$ cat src/rtl/dfd_dst_pkg.sv
// Shared definitions for the destination priority demux and priority mux:
// default sizes and the highest-set-bit priority decoder.
package dfd_dst_pkg;

   localparam int DFD_DST_WIDTH      = 8;
   localparam int DFD_DST_LEVELS     = 4;
   // Widest select vector the decoder accepts; LEVELS must not exceed this.
   localparam int DFD_DST_MAX_LEVELS = 32;
   localparam int DFD_DST_IDX_W      = 5;

   typedef struct packed {
      logic                     found;
      logic [DFD_DST_IDX_W-1:0] idx;
   } dfd_dst_prio_t;

   // Index of the highest set bit; found is 0 for an all-zero vector.
   function automatic dfd_dst_prio_t dfd_dst_prio_idx(
      input logic [DFD_DST_MAX_LEVELS-1:0] select
   );
      dfd_dst_prio_t r;
      r = '0;
      // Ascending scan: the last set bit seen is the highest one.
      for (int i = 0; i < DFD_DST_MAX_LEVELS; i++) begin
         if (select[i]) begin
            r.found = 1'b1;
            r.idx   = DFD_DST_IDX_W'(i);
         end
      end
      return r;
   endfunction

endpackage

$ cat src/rtl/dfd_dst_slot.sv
// One-entry registered output slot with load/drain handshake.
// A load and a drain in the same cycle keep the slot full with the new word.
module dfd_dst_slot
   import dfd_dst_pkg::*;
#(
   parameter int WIDTH = DFD_DST_WIDTH
) (
   input  logic             clk,
   input  logic             reset,
   input  logic             load,
   input  logic [WIDTH-1:0] load_data,
   input  logic             ready,
   output logic             valid,
   output logic [WIDTH-1:0] data
);

   // Slot state: load wins over drain; data only moves on a load, so it is
   // held stable while the consumer stalls and ignores the data input otherwise.
   always_ff @(posedge clk or posedge reset) begin
      if (reset) begin
         valid <= 1'b0;
         data  <= '0;
      end else if (load) begin
         valid <= 1'b1;
         data  <= load_data;
      end else if (valid && ready) begin
         valid <= 1'b0;
      end
   end

endmodule

$ cat src/rtl/dfd_dst_priority_demux.sv
// Routes one valid/ready stream to the destination named by the highest set
// bit of in_select. Each destination has its own one-entry slot so a stalled
// consumer only blocks words aimed at it. Empty selects are dropped and counted.
module dfd_dst_priority_demux
   import dfd_dst_pkg::*;
#(
   parameter int WIDTH  = DFD_DST_WIDTH,
   parameter int LEVELS = DFD_DST_LEVELS,
   parameter int CNT_W  = 16
) (
   input  logic              clk,
   input  logic              reset,
   input  logic              in_valid,
   output logic              in_ready,
   input  logic [WIDTH-1:0]  in_data,
   input  logic [LEVELS-1:0] in_select,
   output logic [LEVELS-1:0] out_valid,
   input  logic [LEVELS-1:0] out_ready,
   output logic [WIDTH-1:0]  out_data [0:LEVELS-1],
   output logic [CNT_W-1:0]  drop_cnt,
   output logic              busy
);

   logic [DFD_DST_MAX_LEVELS-1:0] sel_ext;
   dfd_dst_prio_t                 prio;
   logic [LEVELS-1:0]             hot;
   logic [LEVELS-1:0]             can_take;
   logic [LEVELS-1:0]             load;
   logic                          accept;
   logic                          drop;

   // Target decode: one-hot of the highest set select bit (all zero when none).
   always_comb begin
      sel_ext              = '0;
      sel_ext[LEVELS-1:0]  = in_select;
      prio                 = dfd_dst_prio_idx(sel_ext);
      hot                  = '0;
      for (int i = 0; i < LEVELS; i++) begin
         hot[i] = prio.found && (prio.idx == DFD_DST_IDX_W'(i));
      end
   end

   // A slot can take a word when empty or draining this cycle.
   assign can_take = ~out_valid | out_ready;

   // Ready follows only the targeted slot; drops are always accepted.
   assign in_ready = prio.found ? |(hot & can_take) : 1'b1;
   assign accept   = in_valid & in_ready;
   assign load     = hot & {LEVELS{accept}};
   assign drop     = accept & ~prio.found;
   assign busy     = |out_valid;

   // Drop counter: saturates at all-ones instead of wrapping.
   always_ff @(posedge clk or posedge reset) begin
      if (reset) begin
         drop_cnt <= '0;
      end else if (drop && (drop_cnt != {CNT_W{1'b1}})) begin
         drop_cnt <= drop_cnt + 1'b1;
      end
   end

   for (genvar g = 0; g < LEVELS; g++) begin : g_slot
      dfd_dst_slot #(
         .WIDTH(WIDTH)
      ) u_slot (
         .clk      (clk),
         .reset    (reset),
         .load     (load[g]),
         .load_data(in_data),
         .ready    (out_ready[g]),
         .valid    (out_valid[g]),
         .data     (out_data[g])
      );
   end

endmodule

$ cat config.mk
export PLATFORM = sky130hd
export DESIGN_NAME = dfd_dst_priority_demux
export DESIGN_NICKNAME = d
export VERILOG_FILES = /design/src/rtl/dfd_dst_pkg.sv /design/src/rtl/dfd_dst_slot.sv /design/src/rtl/dfd_dst_priority_demux.sv
export SDC_FILE = /design/constraint.sdc
export NUM_CORES = 1
export LEC_CHECK = 0
export CORE_MARGIN = 8
export CORE_UTILIZATION = 49
export CTS_CLUSTER_SIZE = 12
export DETAILED_ROUTE_END_ITERATION = 8
export PLACE_DENSITY = 0.84
export REMOVE_ABC_BUFFERS = 1
export SKIP_CTS_REPAIR_TIMING = 1
export SLEW_MARGIN = 20
export SYNTH_ARGS = -nofsm -noshare
export SYNTH_HDL_FRONTEND = slang
export SYNTH_SLANG_ARGS = --single-unit
$ cat constraint.sdc
create_clock -name clk -period 4 [get_ports clk]
set_input_delay 0.4 -clock clk [delete_from_list [all_inputs] [get_ports clk]]
set_output_delay 0.4 -clock clk [all_outputs]
set_load 0.005 [all_outputs]
==> Word-level counts from Yosys, hierarchy flattened <==
Cells that the tools add are included.
{ "word_totals": {"output_inout_bits": 54, "n_memories": 0, "wordCells": 50, "latchBits": 0, "mem_bits_ro": 0, "input_bits": 19, "register_bits": 52, "mem_bits_rw": 0} }
{ "op_classes": {"n_shift": 0, "order_cmp": 0, "reduce_logical": 16, "bitwise": 7, "n_eq_ne": 4, "multipliers": 0, "mux": 13, "n_addsub": 1, "div": 0} }
{ "op_table": {"columns": ["operator", "count"], "rows": [
  ["$mux W6", 4],
  ["$add A16 B1 Y16 const B", 1],
  ["$ne A16 B16 Y1 const B", 1],
  ["$eq A5 B2 Y1 const B", 2],
  ["$logic_and A1 B1 Y1", 9],
  ["$mux W1", 9],
  ["$and A4 B4 Y4", 2],
  ["$reduce_bool A2 Y1", 4],
  ["$reduce_or A4 Y1", 2],
  ["$eq A5 B1 Y1 const B", 1],
  ["$logic_not A5 Y1", 1],
  ["$not A4 Y4", 1],
  ["$or A4 B4 Y4", 1],
  ["$and A1 B1 Y1", 2],
  ["$not A1 Y1", 1]
]} }

==> Logic depth before layout (Yosys ltp) <==
Gate-level depths: netlist (run 1).
{ "depth": {"ltp_word": 12, "depth_mapped": 6, "ltp_nobuf": 6} }

==> By module <==
A second synthesis (run 1) with hierarchy kept.
{ "unflattened": {"hier_cells": 167, "area_unflattened_um2": 2376.0} }
{ "by_module_without_submodules": {"columns": ["mod", "instances", "area_per_inst_um2", "seq_area_each_um2", "cells_per_inst"], "rows": [
  ["dfd_dst_slot", 4, 372.9, 225.2, 21],
  ["dfd_dst_priority_demux", 1, 884.6, 400.4, 83]
]} }

==> Worst setup path before layout (run 1) <==
No wires, ideal clock.
{ "synth_timing": {"kind": "input to register", "from": "input in_select[1]", "to": "register drop_cnt[1]", "cell_stages": 4, "required_ps": 3875, "path_buffers": 0, "slack_ps": 2214, "setup_ps": 125, "t_arrival_ps": 1661, "path_cell_list": "or3_4 -> or2_4 -> nor2_1 -> mux2_2"} }
{ "synth_via": {"elab_chain_len": 11, "elab_cells_between_ends": 18, "cone_classes": "3 x eq/ne; 4 x mux; 4 x bitwise; 7 x reduce/logical"} }
{ "synth_rtl": {"columns": ["element", "line_no", "text"], "rows": [
  ["start: declaration", "dfd_dst_priority_demux.sv:16", "input logic [LEVELS-1:0] in_select,"],
  ["$mux W6 (*) (3 in series)", "dfd_dst_pkg.sv:24", "if (select[i]) begin"],
  ["$eq A5 B1 Y1, or another cell as far along", "dfd_dst_priority_demux.sv:39", "hot[i] = prio.found && (prio.idx == DFD_DST_IDX_W'(i));"],
  ["$logic_and A1 B1 Y1", "dfd_dst_priority_demux.sv:39", null],
  ["$and A4 B4 Y4", "dfd_dst_priority_demux.sv:47", "assign in_ready = prio.found ? |(hot & can_take) : 1'b1;"],
  ["$reduce_or A4 Y1", "dfd_dst_priority_demux.sv:47", null],
  ["$mux W1", "dfd_dst_priority_demux.sv:47", null],
  ["$and A1 B1 Y1", "dfd_dst_priority_demux.sv:48", "assign accept = in_valid & in_ready;"],
  ["$and A1 B1 Y1 (*)", "dfd_dst_priority_demux.sv:50", "assign drop = accept & ~prio.found;"],
  ["$logic_and A1 B1 Y1 (*)", "dfd_dst_priority_demux.sv:57", "end else if (drop && (drop_cnt != {CNT_W{1'b1}})) begin"],
  ["end signal: assignment", "dfd_dst_priority_demux.sv:58", "drop_cnt <= drop_cnt + 1'b1;"],
  ["end: declaration", "dfd_dst_priority_demux.sv:20", "output logic [CNT_W-1:0] drop_cnt,"]
]} }
Every way passes the cells marked *; elsewhere a longest branch is shown, timed or not.
A chain may end at the register's enable or synchronous reset.

==> Worst setup path in the final report (run 1) <==
{ "layout_timing": {"from": "input in_select[3]", "to": "output in_ready"} }
{ "layout_via": {"elab_chain_len": 6, "elab_cells_between_ends": 12, "cone_classes": "3 x eq/ne; 2 x mux; 1 x bitwise; 6 x reduce/logical"} }
{ "layout_rtl": {"columns": ["element", "line_no", "text"], "rows": [
  ["$mux W6 (*)", "dfd_dst_pkg.sv:24", null],
  ["$eq A5 B1 Y1, or another cell as far along", "dfd_dst_priority_demux.sv:39", null],
  ["$logic_and A1 B1 Y1", "dfd_dst_priority_demux.sv:39", null],
  ["$and A4 B4 Y4", "dfd_dst_priority_demux.sv:47", null],
  ["$reduce_or A4 Y1", "dfd_dst_priority_demux.sv:47", null],
  ["$mux W1 (*)", "dfd_dst_priority_demux.sv:47", null],
  ["end: declaration", "dfd_dst_priority_demux.sv:14", "output logic in_ready,"]
]} }
Marks and branches as above.

==> impl_metrics.csv, run 1 <==
group,metric,value,unit
layout,n_antenna_cell,0,
layout,final_common_cell,"clkdlybuf4s50_1",
place,port_buffers,72,
routing,vias,1584,
grt,grt_pass1_vias,1705,
timing,timing.setup.tns,0,ps
worst_setup_path,r2r_cells,6,
power_and_ir_drop,power.total,1290,µW
grt,grt_use_met3,4.39,%
layout,drive_above_1_share,19.6,%
clocking,htreeDepth,2,
worst_setup_path,cp_max_fo,8,
status,status,"complete, no violations",
routing,drc,0,
clocking,clkTransAtPathRegs,90,ps
grt,grt_max_degree,53,
timing,rsz0062_at_grt,"no",
die,die_y,83.5,µm
worst_setup_path,rr_endpoint,"drop_cnt[8]",
power_and_ir_drop,power_leakage,0.00133,µW
timing,setup_viol,0,
die,io-pin-count,73,
worst_setup_path,r2r-start,"drop_cnt[0]",
worst_setup_path,startpoint_type,"primary input",
grt,grt_antenna_before_repair,0,
timing,final_hold_viol_count,0,
timing,fmax,388,MHz
die,die_x,83.5,µm
routing,routed_wl,5.06,mm
layout,final_nets,264,
flow_run,maxCapViolations,0,
worst_setup_path,cp-end-kind,"primary output",
timing,fin_worst_skew,10.8,ps
synth,synth_cells,170,
place,routabilityCongestion,0.892,
timing,slew_headroom,42.3,%
synth,synth_seq_area_share,58.3,%
clocking,cts_sinks,52,
grt,use_met1,17.9,%
power_and_ir_drop,vdd_drop_max,0.000249,V
worst_hold_path,hp-class,"reg -> reg",
grt,grt_busiest_layer,"met2",
grt,grt_first_pass_wirelength,8.55,mm
die,dieArea,0.00697,mm²
die,start_util,50.9,%
grt,use_met2,25.1,%
die,rows,24,
synth,ys_ff_latch,52,
synth,synth.distinct_cells,31,
worst_setup_path,crit_path_start,"in_select[3]",
grt,grt_overflow,0,
layout,final_cell_mix,"clkdlybuf4s50_1, dfrtp_1, mux2_2",
worst_setup_path,arrival,2180,ps
synth,synth.avg_cell_area,13.1,µm²
timing,whs,510,ps
worst_setup_path,crit_required,3600,ps
clocking,numCtsBuffers,5,
routing,wl_per_cell,17.0,µm
timing,fin_crit_sh,64.5,%
clocking,clock_latency,300,ps
routing,drtIter0Drc,84,
timing,period_needed,2580,ps
synth,syn_area,0.00223,mm²
timing,slew_viol_final,0,
clocking,clockBufferDepth,2,
routing,drt_first_pass_iters,4,
place,dp_hpwl,3.83,mm
worst_setup_path,cp-endpoint,"in_ready",
clocking,cts-root-buf,"clkbuf_8",
power_and_ir_drop,power_density,419,mW/mm²
routing,antenna_left,0,
die,coreArea,0.00438,mm²
timing,worst_pin_slew,864,ps
grt,grt_usage,14.9,%
clocking,cts_tree,"yes",
synth,synth_warnings,0,
worst_setup_path,crit_type,"in -> out",
layout,syn_to_final_growth,37.5,%
routing,avgViaCountPerCell,5.33,
worst_setup_path,r2r_slack,2060,ps
metrics by stage:
stage | utilization, % | setup WS (ps) | instances | area [µm²]
final | 70.1 | 1420 | 297 | 3070
after global placement | 68.0 | 1470 | 289 | 2980
after detailed placement | 68.0 | 1430 | 289 | 2980
after global routing | 70.1 | 1320 | 297 | 3070
after CTS | 70.0 | 1430 | 297 | 3070
after floorplan | - | 2200 | 165 | 2200
worst min path at each step:
| stage | startpoint | to | slack [ps] | cells past startpoint |
|---|---|---|---|---|
| final | g_slot[3].u_slot.data[3] | g_slot[3].u_slot.data[3] | 510 | 1 |
| after global routing | g_slot[1].u_slot.data[6] | g_slot[1].u_slot.data[6] | 530 | 1 |
| after CTS | drop_cnt[9] | drop_cnt[9] | 510 | 1 |
| after detailed placement | g_slot[1].u_slot.data[1] | g_slot[1].u_slot.data[1] | 490 | 1 |
| after global placement | drop_cnt[15] | drop_cnt[15] | 490 | 1 |
| after floorplan | drop_cnt[9] | drop_cnt[9] | 480 | 1 |
Yosys cell counts (all sizes together):
library cell | count | share of area (%)
o31ai | 2 | 0.67
a31oi | 2 | 0.56
and4 | 1 | 0.39
nand2 | 12 | 2.0
mux2 | 33 | 17
and2 | 1 | 0.28
nor2 | 8 | 1.3
nor2b | 1 | 0.28
o21bai | 1 | 0.50
and3 | 3 | 0.84
nand2b | 5 | 1.4
ha | 1 | 0.56
a21oi | 3 | 1.0
nor4 | 2 | 1.2
or4 | 1 | 0.34
buf | 5 | 1.7
inv | 2 | 0.34
nor3 | 4 | 1.4
o21ai | 1 | 0.22
dfrtp | 52 | 58
xor2 | 5 | 2.0
or3 | 1 | 0.50
nand4 | 6 | 1.7
or2 | 2 | 0.67
nand3 | 6 | 1.3
xnor2 | 9 | 3.5
nand3b | 1 | 0.34
final cells by class:
type                       instances  area [µm²]
sequential                        52        1300
clock buffer                       6        72.6
timing repair buffer              72         721
fill                             341        1310
inverter                           2        8.76
multi-input combinational        111         887
tap                               52        65.1
clock inverter                     2        16.3
registers in the layout, indices dropped and copies added, names as in the netlist:
signal and flops:
g_slot.u_slot.data 32, drop_cnt 16, g_slot.u_slot.valid 4
report_power, final:
part / internal [µW] / switching, µW
logic: 224 / 104
clock network: 125 / 168
registers: 608 / 58.5
cells by family after synthesis:
kind of cell             after synthesis  synth area share, %
multiplexers                          33                 16.6
AND/OR/NAND/NOR                       54                 14.1
XOR/XNOR                              14                 5.49
adder cells (fa/ha/maj)                1                0.560
buffers and inverters                  7                 2.02
AO/OA/AOI/OAI                          9                 2.97
flip-flops                            52                 58.3
per-layer routing:
| layer | up-vias | part of all wire (%) |
|---|---|---|
| li1 | 742 | - |
| met5 | - | 0 |
| met1 | 789 | 42 |
| met4 | 0 | 1.1 |
| met3 | 4 | 6.3 |
| met2 | 49 | 50 |
critical path, cell delays in order:
cell and delay (ps):
clkdlybuf4s50_1 600, nor3_1 90, and3_1 190, a31oi_1 350, nand2_1 90, clkdlybuf4s50_1 470
(Power assumes the default switching activity.)
==> inputs of run 2 (changes only) <==
--- a/config.mk
+++ b/config.mk
@@ -6,10 +6,10 @@
 export NUM_CORES = 1
 export LEC_CHECK = 0
 export CORE_MARGIN = 8
-export CORE_UTILIZATION = 49
+export CORE_UTILIZATION = 45
 export CTS_CLUSTER_SIZE = 12
 export DETAILED_ROUTE_END_ITERATION = 8
-export PLACE_DENSITY = 0.84
+export PLACE_DENSITY = 0.79
 export REMOVE_ABC_BUFFERS = 1
 export SKIP_CTS_REPAIR_TIMING = 1
 export SLEW_MARGIN = 20
==> constraint.sdc (replaced) <==
create_clock -name clk -period 2.5 [get_ports clk]
set_input_delay 0.25 -clock clk [delete_from_list [all_inputs] [get_ports clk]]
set_output_delay 0.25 -clock clk [all_outputs]
set_load 0.005 [all_outputs]
==> run 2 against run 1 <==
Compared with the run above:
- via count is 2.1% lower
- critical path depth unchanged
- critical path type unchanged
- routed wire length fell by 0.45%
- largest power group unchanged
==> impl_metrics.csv, run 2 (same netlist as run 1, synthesis figures left out) <==
group,metric,value,unit
grt,grt_overflow,0,
place,dpl-instance-area,0.00301,mm²
routing,antenna_left,0,
routing,drc,0,
layout,regArea,0.00130,mm²
worst_setup_path,cp_max_fo,8,
power_and_ir_drop,swShare,24.1,%
timing,setup_viol,0,
layout,final_nets,265,
clocking,cts-root-buf,"clkbuf_8",
layout,final_area,0.00312,mm²
grt,grt_first_pass_wirelength,8.45,mm
power_and_ir_drop,power.total,2150,µW
routing,drtIter0Drc,50,
routing,drt_first_pass_iters,5,
worst_setup_path,crit_type,"in -> out",
worst_setup_path,cp-end-kind,"primary output",
clocking,htreeDepth,2,
layout,top_register,"g_slot.u_slot.data",
power_and_ir_drop,seq_power_share,49.4,%
clocking,clockBufferDepth,2,
timing,slew_viol_final,0,
place,routabilityCongestion,0.843,
grt,grt_antenna_before_repair,0,
routing,vias,1551,
die,die_x,86.5,µm
flow_run,maxCapViolations,0,
die,rows,25,
clocking,clock_latency,300,ps
timing,final_hold_viol_count,0,
worst_setup_path,startpoint_type,"primary input",
layout,n_antenna_cell,0,
die,coreArea,0.00475,mm²
power_and_ir_drop,vdd_drop_max,0.000408,V
die,start_util,47.0,%
clocking,numCtsBuffers,5,
die,dieArea,0.00747,mm²
grt,grt_usage,14.3,%
place,port_buffers,72,
power_and_ir_drop,p_clk_share,26.1,%
layout,fin_cells,313,
grt,grt_pass1_vias,1642,
routing,wl_per_cell,16.1,µm
layout,largest_reg_flops,32,
layout,drive_above_1_share,19.9,%
timing,worst_pin_slew,633,ps
worst_setup_path,arrival,2040,ps
clocking,cts_tree,"yes",
layout,final_cell_mix,"clkdlybuf4s50_1, dfrtp_1, mux2_2",
timing,rsz0062_at_grt,"no",
worst_setup_path,crit_required,2250,ps
place,dp.cells,305,
timing,slew_headroom,57.8,%
timing,whs,433,ps
die,io-pin-count,73,
worst_hold_path,hp-class,"in -> async",
layout,final_common_cell,"clkdlybuf4s50_1",
timing,timing.setup.tns,0,ps
timing,fin_worst_skew,8.32,ps
die,die_y,86.5,µm
power_and_ir_drop,power_leakage,0.00134,µW
layout,reg_top3,"g_slot.u_slot.data (32), drop_cnt (16), g_slot.u_slot.valid (4)",
routing,routed_wl,5.04,mm
layout,syn_to_final_growth,39.5,%
status,status,"complete, no violations",
power_and_ir_drop,netSwitchingPower,517,µW
timing,fmax,437,MHz
timing,period_needed,2290,ps
layout,nFillCells,373,
routing,avgViaCountPerCell,4.96,
place,dp_hpwl,3.76,mm
clocking,cts_sinks,52,
timing,fin_crit_sh,91.5,%
clocking,clkTransAtPathRegs,90,ps
power_and_ir_drop,power_density,689,mW/mm²
layout,multi_input_area,887,µm²
power_and_ir_drop,intPower,1630,µW
power_and_ir_drop,pwr-share-comb,24.4,%
grt,grt_max_degree,53,
==> run 2: layout make-up <==
cell class	instances	share of cell area, %
Clock inverter	2	1.12
Inverter	2	0.241
Multi-Input combinational cell	111	28.5
Clock buffer	6	2.33
Tap cell	67	2.69
Sequential cell	52	41.8
Timing Repair Buffer	73	23.4
==> run 2: critical path, stage by stage <==
cell,delay [ps]
clkdlybuf4s50_1,600
nor3_1,90
and3_1,190
a31oi_1,360
nand2_1,90
clkdlybuf4s50_1,460
==> run 2: power groups by stage <==
stage | logic [µW] | clock network (µW) | registers [µW]
finish | 524 | 561 | 1060
global route | 568 | 613 | 1080
floorplan | 163 | 0 | 1080
global placement | 527 | 0 | 1070
detailed placement | 534 | 0 | 1080
CTS | 536 | 578 | 1060
==> run 2: path summary, 6_finish.rpt <==
path	slack, ps	cells past startpoint	endpoint	startpoint
worst max register to register	550	6	drop_cnt[8]	drop_cnt[0]
max in group asynchronous	1650	3	g_slot[1].u_slot.valid	reset
min in group clk	500	1	drop_cnt[15]	drop_cnt[15]
worst max-delay path	210	6	in_ready	in_select[3]
worst min-delay path	430	3	g_slot[3].u_slot.data[5]	reset
worst min register to register	500	1	drop_cnt[15]	drop_cnt[15]
==> run 2: per-stage QoR <==
| step | setup slack [ps] | util (%) |
|---|---|---|
| after floorplan | 813 | - |
| after global placement | 209 | 63.3 |
| after detailed placement | 104 | 63.3 |
| after CTS | 199 | 65.5 |
| after global routing | 99.4 | 65.5 |
| final | 211 | 65.5 |
==> run 2: routing by layer <==
| layer | track usage, % | share of wire (%) |
|---|---|---|
| met5 | 0 | 0 |
| met2 | 22.9 | 49 |
| met4 | 4.69 | 1.2 |
| met3 | 3.97 | 5.1 |
| met1 | 18.0 | 45 |
